`src/rtl/apb_slave_regbank_pkg.sv`:
```
// ---------------------------------------------------------------------------
// apb_regbank_pkg
// Shared types and constants for the APB register-bank completer.
//   apb_state_t  : APB phase tracker states (IDLE, SETUP, ACCESS)
//   APB_DATA_W   : APB data width
//   APB_ADDR_W   : APB address width
//   NSEL         : width of the one-hot Pselx bus from the bridge
//   clog2()      : index width helper (returns at least 1)
// ---------------------------------------------------------------------------
package apb_regbank_pkg;

  localparam int APB_DATA_W = 32;
  localparam int APB_ADDR_W = 32;
  localparam int NSEL       = 3;

  typedef enum logic [1:0] {
    IDLE   = 2'd0,
    SETUP  = 2'd1,
    ACCESS = 2'd2
  } apb_state_t;

  function automatic int clog2(input int value);
    int w;
    w = 0;
    for (int i = 0; i < 31; i++) begin
      if ((1 << i) < value) w = i + 1;
    end
    return (w == 0) ? 1 : w;
  endfunction

endpackage

```
`src/rtl/apb_slave_regbank_if.sv`:
```
// ---------------------------------------------------------------------------
// apb_slave_regbank_if
// APB bus bundle between the AHB-to-APB bridge (master) and the register
// bank (slave), plus the bank's status outputs.
//   Pselx/Penable/Pwrite/Paddr/Pwdata : bridge -> bank
//   Prdata                            : bank -> bridge (combinational)
//   wr_cnt/rd_cnt                     : saturating completed-transfer counters
//   prot_err                          : sticky protocol-violation flag
//
// Handshake: Pselx[SEL_IDX] acts as the valid for a transfer. There is no
// ready: a transfer always takes one SETUP cycle (Penable=0) followed by one
// ACCESS cycle (Penable=1), and the slave accepts it unconditionally at the
// end of the ACCESS cycle. Address, direction and write data must be held
// stable across both cycles.
// ---------------------------------------------------------------------------
interface apb_slave_regbank_if
  import apb_regbank_pkg::*;
#(
  parameter int CNT_W = 16
) ();

  logic [NSEL-1:0]       Pselx;
  logic                  Penable;
  logic                  Pwrite;
  logic [APB_ADDR_W-1:0] Paddr;
  logic [APB_DATA_W-1:0] Pwdata;
  logic [APB_DATA_W-1:0] Prdata;
  logic [CNT_W-1:0]      wr_cnt;
  logic [CNT_W-1:0]      rd_cnt;
  logic                  prot_err;

  modport master (
    output Pselx, Penable, Pwrite, Paddr, Pwdata,
    input  Prdata, wr_cnt, rd_cnt, prot_err
  );

  modport slave (
    input  Pselx, Penable, Pwrite, Paddr, Pwdata,
    output Prdata, wr_cnt, rd_cnt, prot_err
  );

endinterface

```
`src/rtl/apb_slave_regbank_prot_checker.sv`:
```
// ---------------------------------------------------------------------------
// apb_prot_checker
// Watches the APB bus seen by the register bank and raises a sticky error on:
//   - Penable high with this slave selected while the phase tracker is IDLE
//   - Paddr, Pwrite or Pwdata changing between SETUP and ACCESS
//   - more than one Pselx bit set
// Only instantiated when APB_SLV_PROT_CHECK_EN is defined.
// Ports:
//   Hclk, Hreset  : clock, async active-high reset
//   i_state       : current phase-tracker state of the bank
//   i_pselx       : full one-hot select bus
//   i_psel        : this slave's select bit
//   i_penable, i_pwrite, i_paddr, i_pwdata : APB inputs
//   o_prot_err    : sticky violation flag
// ---------------------------------------------------------------------------
module apb_prot_checker
  import apb_regbank_pkg::*;
(
  input  logic                  Hclk,
  input  logic                  Hreset,
  input  apb_state_t            i_state,
  input  logic [NSEL-1:0]       i_pselx,
  input  logic                  i_psel,
  input  logic                  i_penable,
  input  logic                  i_pwrite,
  input  logic [APB_ADDR_W-1:0] i_paddr,
  input  logic [APB_DATA_W-1:0] i_pwdata,
  output logic                  o_prot_err
);

  logic [APB_ADDR_W-1:0] r_setup_addr;
  logic [APB_DATA_W-1:0] r_setup_wdata;
  logic                  r_setup_write;
  logic                  r_prot_err;

  logic w_setup_cycle;
  logic w_access_cycle;
  logic w_idle_penable;
  logic w_changed;
  logic w_multi_sel;

  // The tracker lags the bus by one cycle: the bus SETUP cycle is seen while
  // the tracker is IDLE or ACCESS, the bus ACCESS cycle while it is SETUP.
  assign w_setup_cycle  = (i_state != SETUP) && i_psel && !i_penable;
  assign w_access_cycle = (i_state == SETUP) && i_psel && i_penable;
  assign w_idle_penable = (i_state == IDLE) && i_psel && i_penable;
  assign w_changed      = w_access_cycle &&
                          ((i_paddr  != r_setup_addr)  ||
                           (i_pwrite != r_setup_write) ||
                           (i_pwdata != r_setup_wdata));
  assign w_multi_sel    = (i_pselx & (i_pselx - 1'b1)) != '0;

  always_ff @(posedge Hclk or posedge Hreset) begin
    if (Hreset) begin
      r_setup_addr  <= '0;
      r_setup_wdata <= '0;
      r_setup_write <= 1'b0;
      r_prot_err    <= 1'b0;
    end else begin
      if (w_setup_cycle) begin
        r_setup_addr  <= i_paddr;
        r_setup_wdata <= i_pwdata;
        r_setup_write <= i_pwrite;
      end
      if (w_idle_penable || w_changed || w_multi_sel) r_prot_err <= 1'b1;
    end
  end

  assign o_prot_err = r_prot_err;

endmodule

```
`src/rtl/apb_slave_regbank.sv`:
```
// ---------------------------------------------------------------------------
// apb_slave_regbank
// APB completer on one Pselx line of the AHB-to-APB bridge. Holds NUM_REGS
// 32-bit read/write registers, tracks APB phases with a small FSM and keeps
// saturating read/write transfer counters. No Pready: each transfer is one
// SETUP plus one ACCESS cycle.
// Parameters: SEL_IDX (select bit), NUM_REGS (power of two, 2..256),
//             ADDR_LSB (first index bit of Paddr), CNT_W (counter width).
// Ports:
//   Hclk, Hreset : bus clock, async active-high reset
//   bus          : apb_slave_regbank_if.slave (APB signals, counters, prot_err)
//   o_dbg_state  : current phase-tracker state
// Build option: define APB_SLV_PROT_CHECK_EN to build the protocol checker;
// otherwise prot_err is tied to 0.
// ---------------------------------------------------------------------------
module apb_slave_regbank
  import apb_regbank_pkg::*;
#(
  parameter int SEL_IDX  = 0,
  parameter int NUM_REGS = 16,
  parameter int ADDR_LSB = 2,
  parameter int CNT_W    = 16
) (
  input  logic                Hclk,
  input  logic                Hreset,
  apb_slave_regbank_if.slave  bus,
  output apb_state_t          o_dbg_state
);

  localparam int IDX_W   = clog2(NUM_REGS);
  localparam int TOP_LSB = ADDR_LSB + IDX_W;

  apb_state_t r_state;
  apb_state_t w_state_nxt;

  logic [APB_DATA_W-1:0] r_regs [NUM_REGS];
  logic [CNT_W-1:0]      r_wr_cnt;
  logic [CNT_W-1:0]      r_rd_cnt;

  logic             w_psel;
  logic [IDX_W-1:0] w_idx;
  logic             w_in_range;
  logic             w_complete;
  logic             w_wr_commit;
  logic             w_unused_bits;

  assign w_psel     = bus.Pselx[SEL_IDX];
  assign w_idx      = bus.Paddr[ADDR_LSB +: IDX_W];
  assign w_in_range = (bus.Paddr >> TOP_LSB) == '0;
  assign w_unused_bits = ^{bus.Pselx, bus.Paddr};

  // Phase tracker.
  always_ff @(posedge Hclk or posedge Hreset) begin
    if (Hreset) r_state <= IDLE;
    else        r_state <= w_state_nxt;
  end

  always_comb begin
    w_state_nxt = r_state;
    case (r_state)
      IDLE:    if (w_psel && !bus.Penable) w_state_nxt = SETUP;
      SETUP:   w_state_nxt = (w_psel && bus.Penable)  ? ACCESS : IDLE;
      ACCESS:  w_state_nxt = (w_psel && !bus.Penable) ? SETUP  : IDLE;
      default: w_state_nxt = IDLE;
    endcase
  end

  assign o_dbg_state = r_state;

  // A transfer completes on the edge that loads ACCESS: the bus is in its
  // ACCESS cycle right now and the tracker saw its SETUP cycle last cycle.
  // Committing here lets a read in the very next cycle see the new value.
  assign w_complete  = (w_state_nxt == ACCESS);
  assign w_wr_commit = w_complete && bus.Pwrite && w_in_range;

  always_ff @(posedge Hclk or posedge Hreset) begin
    if (Hreset) begin
      for (int i = 0; i < NUM_REGS; i++) r_regs[i] <= '0;
    end else if (w_wr_commit) begin
      r_regs[w_idx] <= bus.Pwdata;
    end
  end

  // Out-of-range writes are dropped above but still counted here.
  always_ff @(posedge Hclk or posedge Hreset) begin
    if (Hreset) begin
      r_wr_cnt <= '0;
      r_rd_cnt <= '0;
    end else if (w_complete) begin
      if (bus.Pwrite) begin
        if (r_wr_cnt != '1) r_wr_cnt <= r_wr_cnt + CNT_W'(1);
      end else begin
        if (r_rd_cnt != '1) r_rd_cnt <= r_rd_cnt + CNT_W'(1);
      end
    end
  end

  assign bus.wr_cnt = r_wr_cnt;
  assign bus.rd_cnt = r_rd_cnt;

  // Read mux is combinational so data is valid in both SETUP and ACCESS.
  assign bus.Prdata = (w_psel && !bus.Pwrite && w_in_range) ? r_regs[w_idx] : '0;

`ifdef APB_SLV_PROT_CHECK_EN
  apb_prot_checker u_prot_checker (
    .Hclk       (Hclk),
    .Hreset     (Hreset),
    .i_state    (r_state),
    .i_pselx    (bus.Pselx),
    .i_psel     (w_psel),
    .i_penable  (bus.Penable),
    .i_pwrite   (bus.Pwrite),
    .i_paddr    (bus.Paddr),
    .i_pwdata   (bus.Pwdata),
    .o_prot_err (bus.prot_err)
  );
`else
  assign bus.prot_err = 1'b0;
`endif

endmodule

```
`src/flat_wrapper.sv`:
```
// flat-port wrapper written by rule: the top's interface ports become plain ports
module apb_slave_regbank_flat import apb_regbank_pkg::*;
#(
  parameter int SEL_IDX  = 0,
  parameter int NUM_REGS = 16,
  parameter int ADDR_LSB = 2,
  parameter int CNT_W    = 16
)
  (Hclk, Hreset, o_dbg_state, bus_Pselx, bus_Penable, bus_Pwrite, bus_Paddr, bus_Pwdata, bus_Prdata, bus_wr_cnt, bus_rd_cnt, bus_prot_err);
  apb_slave_regbank_if #(.CNT_W(CNT_W)) bus_i ();
  input  logic Hclk;
  input  logic Hreset;
  output apb_state_t o_dbg_state;
  input wire logic [$bits(bus_i.Pselx)-1:0] bus_Pselx;
  input wire logic [$bits(bus_i.Penable)-1:0] bus_Penable;
  input wire logic [$bits(bus_i.Pwrite)-1:0] bus_Pwrite;
  input wire logic [$bits(bus_i.Paddr)-1:0] bus_Paddr;
  input wire logic [$bits(bus_i.Pwdata)-1:0] bus_Pwdata;
  output wire logic [$bits(bus_i.Prdata)-1:0] bus_Prdata;
  output wire logic [$bits(bus_i.wr_cnt)-1:0] bus_wr_cnt;
  output wire logic [$bits(bus_i.rd_cnt)-1:0] bus_rd_cnt;
  output wire logic [$bits(bus_i.prot_err)-1:0] bus_prot_err;
  assign bus_i.Pselx = bus_Pselx;
  assign bus_i.Penable = bus_Penable;
  assign bus_i.Pwrite = bus_Pwrite;
  assign bus_i.Paddr = bus_Paddr;
  assign bus_i.Pwdata = bus_Pwdata;
  assign bus_Prdata = bus_i.Prdata;
  assign bus_wr_cnt = bus_i.wr_cnt;
  assign bus_rd_cnt = bus_i.rd_cnt;
  assign bus_prot_err = bus_i.prot_err;
  apb_slave_regbank #(.SEL_IDX(SEL_IDX), .NUM_REGS(NUM_REGS), .ADDR_LSB(ADDR_LSB), .CNT_W(CNT_W)) u_core (.Hclk(Hclk), .Hreset(Hreset), .bus(bus_i), .o_dbg_state(o_dbg_state));
endmodule
```
`config.mk`:
```
export PLATFORM = sky130hd
export DESIGN_NAME = apb_slave_regbank_flat
export DESIGN_NICKNAME = d
export VERILOG_FILES = /design/src/rtl/apb_slave_regbank_pkg.sv /design/src/rtl/apb_slave_regbank_if.sv /design/src/rtl/apb_slave_regbank_prot_checker.sv /design/src/rtl/apb_slave_regbank.sv /design/src/flat_wrapper.sv
export SDC_FILE = /design/constraint.sdc
export NUM_CORES = 1
export LEC_CHECK = 0
export BUFFER_PORTS_ARGS = -buffer_cell sky130_fd_sc_hd__buf_2
export CELL_PAD_IN_SITES_DETAIL_PLACEMENT = 2
export CELL_PAD_IN_SITES_GLOBAL_PLACEMENT = 2
export CORE_ASPECT_RATIO = 1.5
export CORE_MARGIN = 2
export CORE_UTILIZATION = 49
export DETAILED_ROUTE_END_ITERATION = 8
export GPL_ROUTABILITY_DRIVEN = 0
export HOLD_SLACK_MARGIN = 0.03
export PLACE_DENSITY = 0.81
export SYNTH_ARGS = -nofsm -noshare
export SYNTH_HDL_FRONTEND = slang
export SYNTH_SLANG_ARGS = --single-unit
```
`constraint.sdc`:
```
create_clock -name Hclk -period 37.7 [get_ports Hclk]
set_clock_uncertainty 0.15 [all_clocks]
set_input_delay 3.77 -clock Hclk [delete_from_list [all_inputs] [get_ports Hclk]]
set_output_delay 3.77 -clock Hclk [all_outputs]
set_load 0.05 [all_outputs]
```
# Yosys cells after proc, flatten, opt, wreduce, memory -nomap -nowiden
# Cells that the tools add are included.
[word_totals]
register_bits = 546
word_cells = 54
[classes]
addsub = 2
magnitude_cmp = 2
n_eq_ne = 5
n_mux = 11
n_bitwise = 2
reduce_logical = 13
[op_table]
columns = ["cell", "count"]
rows = [
  ["512-bit bitwise mux", 1],
  ["32-bit binary-select mux with 4-bit select", 1],
  ["32-bit demux with 4-bit select", 1],
  ["32-bit two-way mux", 4],
  ["16-bit by 1-bit adder with 16-bit output (second input constant)", 2],
  ["32-bit zero test", 1],
  ["16-bit inequality test (second input constant)", 2],
  ["1-bit logical AND", 7],
  ["2-bit one-hot mux with 3 select lines", 1],
  ["3-bit AND reduction", 2],
  ["5-bit >= comparator (second input constant)", 1],
  ["5-bit by 1-bit < comparator with 1-bit output (second input constant)", 1],
  ["4-bit NOT with 5-bit output", 1],
  ["2-bit equality test (second input constant)", 2],
  ["2-bit two-way mux", 2],
  ["2-bit by 1-bit equality test with 1-bit output (second input constant)", 1],
  ["1-bit zero test", 2],
  ["2-bit zero test", 1],
  ["1-bit two-way mux", 1],
  ["1-bit NOT", 1],
]

# Logic depth before layout (Yosys ltp)
[logic_depth]
ltp_word = 7
depth_mapped = 8
mapped_depth_nobuf = 5

# Worst setup path before layout
# Ideal clock, no wire load.
[synth_path]
path_type = "input to output"
from = "input port bus_Paddr[2]"
to = "output port bus_Prdata[15]"
arrival_ns = 5.822
t_required_ns = 33.780
slack_ns = 27.958
path_stages = 6
path_buffers = 3
cell_sequence = "clkbuf_1 > buf_2 > buf_1 > mux4_2 > a22oi_1 > a21oi_1"
[synth_via]
elab_chain_len = 5
[synth_lines]
columns = ["item", "line", "rtl"]
rows = [
  ["start, declared", "flat_wrapper.sv:17", "input wire logic [$bits(bus_i.Paddr)-1:0] bus_Paddr;"],
  ["4-bit NOT with 5-bit output (not written as such)", "apb_slave_regbank.sv:102", "assign bus.Prdata = (w_psel && !bus.Pwrite && w_in_range) ? r_regs[w_idx] : '0;"],
  ["32-bit binary-select mux with 4-bit select", "apb_slave_regbank.sv:102", ""],
  ["32-bit two-way mux (not written as such) (2 in series)", "apb_slave_regbank.sv:102", ""],
  ["32-bit two-way mux", "apb_slave_regbank.sv:102", ""],
  ["end, declared", "flat_wrapper.sv:19", "output wire logic [$bits(bus_i.Prdata)-1:0] bus_Prdata;"],
]
# Every way passes these cells. The select of a mux whose other input is x is not followed.

# Final worst setup path
[layout_path]
from = "input port bus_Paddr[2]"
to = "output port bus_Prdata[25]"
# The elaborated chain is that of the path after synthesis.

==> flow_summary_export.csv <==
group,metric,value,unit
clocking,cts_resized,0,
yosys,synth_area,25900,sq um
yosys,syn_area_per_cell,16.2,sq um
clocking,cts_max_path_buffers,3,
yosys,yosys_most_used_dff,"dfrtp_1",
hold_path,hold_depth,1,
global_route,track_usage,29.6,%
finish,drive_gt1_share,37.8,%
timing,rsz0062_at_grt,"no",
setup_path,crit_fanout,55,
yosys,yosysWarningCount,0,
setup_path,cp-end-kind,"output pin",
setup_path,start_kind,"input pin",
global_route,gr-total-overflow,0,
clocking,holdBufCountCts,0,
clocking,cts-buffers-inserted,53,
setup_path,worstPathRequired,33780,ps
routing,vias_per_cell,6.26,
place,portBuffers,132,
routing,postRouteWirelength,77700,um
timing,fin_crit_sh,30.0,%
setup_path,crit_top_cell,"buf_4",
clocking,cts_max_level,2,
finish,nFillCells,4494,
global_route,grt_pass1_wl,120000,um
finish,layout.nets,1732,
yosys,synthSimpleGateAreaFrac,3.03,%
timing,setup_viol,0,
timing,timing.hold.ws,339,ps
yosys,synth_edf_count,0,
yosys,syn_nets,1673,
floorplanning,initial_utilization,49.3,%
setup_path,cpPeakStageDelay,840,ps
setup_path,path_buf_inv,4,
setup_path,cp_top_family,"buffers and inverters",
setup_path,path_cells,"buf_8, buf_4, buf_4, mux4_2, a22oi_1, a21oi_1, buf_2",
floorplanning,die_area,54700,sq um
yosys,syn_inst,1600,
routing,wl_per_cell,32.6,um
yosys,synthAdderAreaFrac,0.0967,%
yosys,yosys.cell_types.count,46,
routing,drt_iter0_drc,893,
place,hpwl,40600,um
clocking,cts.clk_slew.worst_paths,60,ps
power_and_ir_drop,power_leakage,14.6,nW
timing,final-hold-violation-count,0,
global_route,grt_pass1_vias,17700,
setup_path,slowest_stage,"buf_4",
yosys,synth_xor_area_share,0.745,%
yosys,synth_compound_area_share,2.85,%
floorplanning,dieHeight,285,um
hold_path,min_to,"u_core.r_regs[11]",
clocking,post-cts-setup-buffers,0,
clocking,cts_root_buffer,"clkbuf_16",
setup_path,crit_type,"in -> out",
timing,worst_pin_slew,1130,ps
floorplanning,die_width,192,um
clocking,cts_tree,"done",
yosys,async_reset_ff_share,100,%
power_and_ir_drop,power_density,42.3,nW/um^2
setup_path,worst_r2r_path_depth,6,
timing,relSlewSlack,24.6,%
yosys,seq_area_frac_synth,52.8,%
timing,finalMaxSlewViolations,0,
routing,vias,14900,
timing,period_minus_slack,11300,ps
clocking,cts.sink_count,546,
yosys,synth_top_family_by_area,"multiplexers",
finish,syn_to_final_growth,10.2,%
timing,max_freq,0.0885,GHz
power_and_ir_drop,ir_drop,0.0339,mV
setup_path,critPathArrivalTime,7380,ps
setup_path,rr_startpoint,"u_core.o_dbg_state[1]",
run,maxCapViolCount,0,
global_route,antenna_found_initial,7,
floorplanning,row_count,103,
outcome,status,"finished, final reports clean",
yosys,synthMuxAreaShare,37.1,%
global_route,grt_start_max_net_pins,146,
finish,final_util,54.4,%
floorplanning,core_area,52500,sq um
hold_path,hold_path.startpoint,"u_core.r_regs[11]",
floorplanning,num_io_pins,138,
routing,drc,0,
yosys,synth-seq-cells,546,
routing,drtAntennaViolNets,0,
routing,detail_route.first_pass.iterations,5,
timing,fin_tns_setup,0,ps
power_and_ir_drop,power,1.21,mW
clocking,insertion_delay,590,ps
hold_path,hold_path_class,"reg -> reg",
setup_path,r2r-end,"u_core.r_regs[335]",
setup_path,regToRegSetupSlack,34010,ps
[worst max-delay path by stage]
stage | start | end | slack [ps] | cells past startpoint
floorplan | Hreset | u_core.bus.rd_cnt[0] | 18520 | 1
global placement | bus_Paddr[2] | bus_Prdata[23] | 26350 | 7
detailed placement | bus_Paddr[2] | bus_Prdata[24] | 26360 | 7
CTS | bus_Paddr[2] | bus_Prdata[25] | 26320 | 7
global route | bus_Paddr[2] | bus_Prdata[25] | 26090 | 7
finish | bus_Paddr[2] | bus_Prdata[25] | 26400 | 7
[kinds of logic (layout without fill, tap and decap cells)]
logic type / after synthesis / in the layout
simple gates: 122 / 122
mux: 644 / 644
compound gates: 110 / 110
other cells: 1 / 4
fa+ha+maj: 2 / 2
flops: 546 / 546
buf+inv: 153 / 253
xor+xnor: 22 / 22
[placed cells by master (no fill, tap or decap), types with 5 or more instances in the layout]
master,synthesis,routed
a21oi_1,34,34
a22oi_1,64,64
a31oi_1,5,5
and3_1,5,5
buf_2,39,130
buf_4,1,21
clkbuf_1,66,13
clkbuf_16,0,55
clkbuf_8,0,12
clkinv_2,0,10
dfrtp_1,546,546
mux2_1,270,270
mux2_2,5,5
mux2_4,240,240
mux4_2,128,128
nand2_1,22,22
nand3_1,13,13
nand4_1,10,10
nor2_1,9,8
nor3_1,12,11
nor4_2,7,7
or4_2,0,6
or4_4,8,8
xnor2_1,8,8
xor2_1,14,14
[where the power goes]
group | internal [mW] | switching [mW] | total (mW)
logic | 0.0144 | 0.0471 | 0.0615
registers | 0.588 | 0.00368 | 0.592
clock network | 0.311 | 0.241 | 0.552
total | 0.914 | 0.292 | 1.21
[per-stage QoR]
stage          area [sq um]  instances  setup WS (ps)
3_5_place_dp          26700       2286          26360
3_3_place_gp          26700       2286          26350
6_report              28500       2385          26400
5_1_grt               28500       2385          26090
4_1_cts               28500       2382          26320
2_1_floorplan         25900       1600          18520
[final cells by class]
type / instances / area, sq um / share of cell area [%]
inverter: 4 / 22.5 / 0.0790
multi-input combinational: 901 / 11400 / 39.9
timing repair buffer: 153 / 835 / 2.93
tap: 682 / 853 / 2.99
sequential: 546 / 13700 / 47.9
clock buffer: 80 / 1590 / 5.58
antenna: 3 / 7.51 / 0.0263
clock inverter: 16 / 164 / 0.575
[synthesized netlist by cell type (2+ instances only)]
cell type    n  share of area, %
dfrtp_1    546                53
mux2_1     270                12
mux2_4     240                14
mux4_2     128                11
clkbuf_1    66              0.96
a22oi_1     64               1.9
buf_2       39              0.75
a21oi_1     34              0.66
buf_6       33               1.4
nand2_1     22              0.32
xor2_1      14              0.47
nand3_1     13              0.25
nor3_1      12              0.23
buf_1       10              0.15
nand4_1     10              0.24
nor2_1       9              0.13
or4_4        8              0.35
xnor2_1      8              0.27
nor4_2       7              0.34
or4_1        7              0.20
a31oi_1      5              0.12
and3_1       5              0.12
mux2_2       5              0.22
and4_1       4              0.14
nand4b_1     4              0.14
nor2b_1      4             0.097
nor4_1       4             0.097
and2_1       3             0.073
inv_1        3             0.044
nor3b_1      3             0.087
ha_1         2             0.097
o211ai_1     2             0.058
o21a_1       2             0.058
or2_2        2             0.048
[per-layer routing]
| metal | global-route usage, % | up-vias | share of wire [%] |
|---|---|---|---|
| li1 | - | 6082 | - |
| met1 | 37.5 | 8285 | 40 |
| met2 | 51.5 | 399 | 53 |
| met3 | 4.13 | 157 | 3.5 |
| met4 | 10.8 | 8 | 3.2 |
| met5 | 0 | - | 0.055 |
[sequential cells by signal, summed over array words and instances (netlist names)]
signal and flops:
u_core.bus.rd_cnt 16, u_core.bus.wr_cnt 16, u_core.o_dbg_state 2, u_core.r_regs 512
Power figures use the tool's default switching activity.
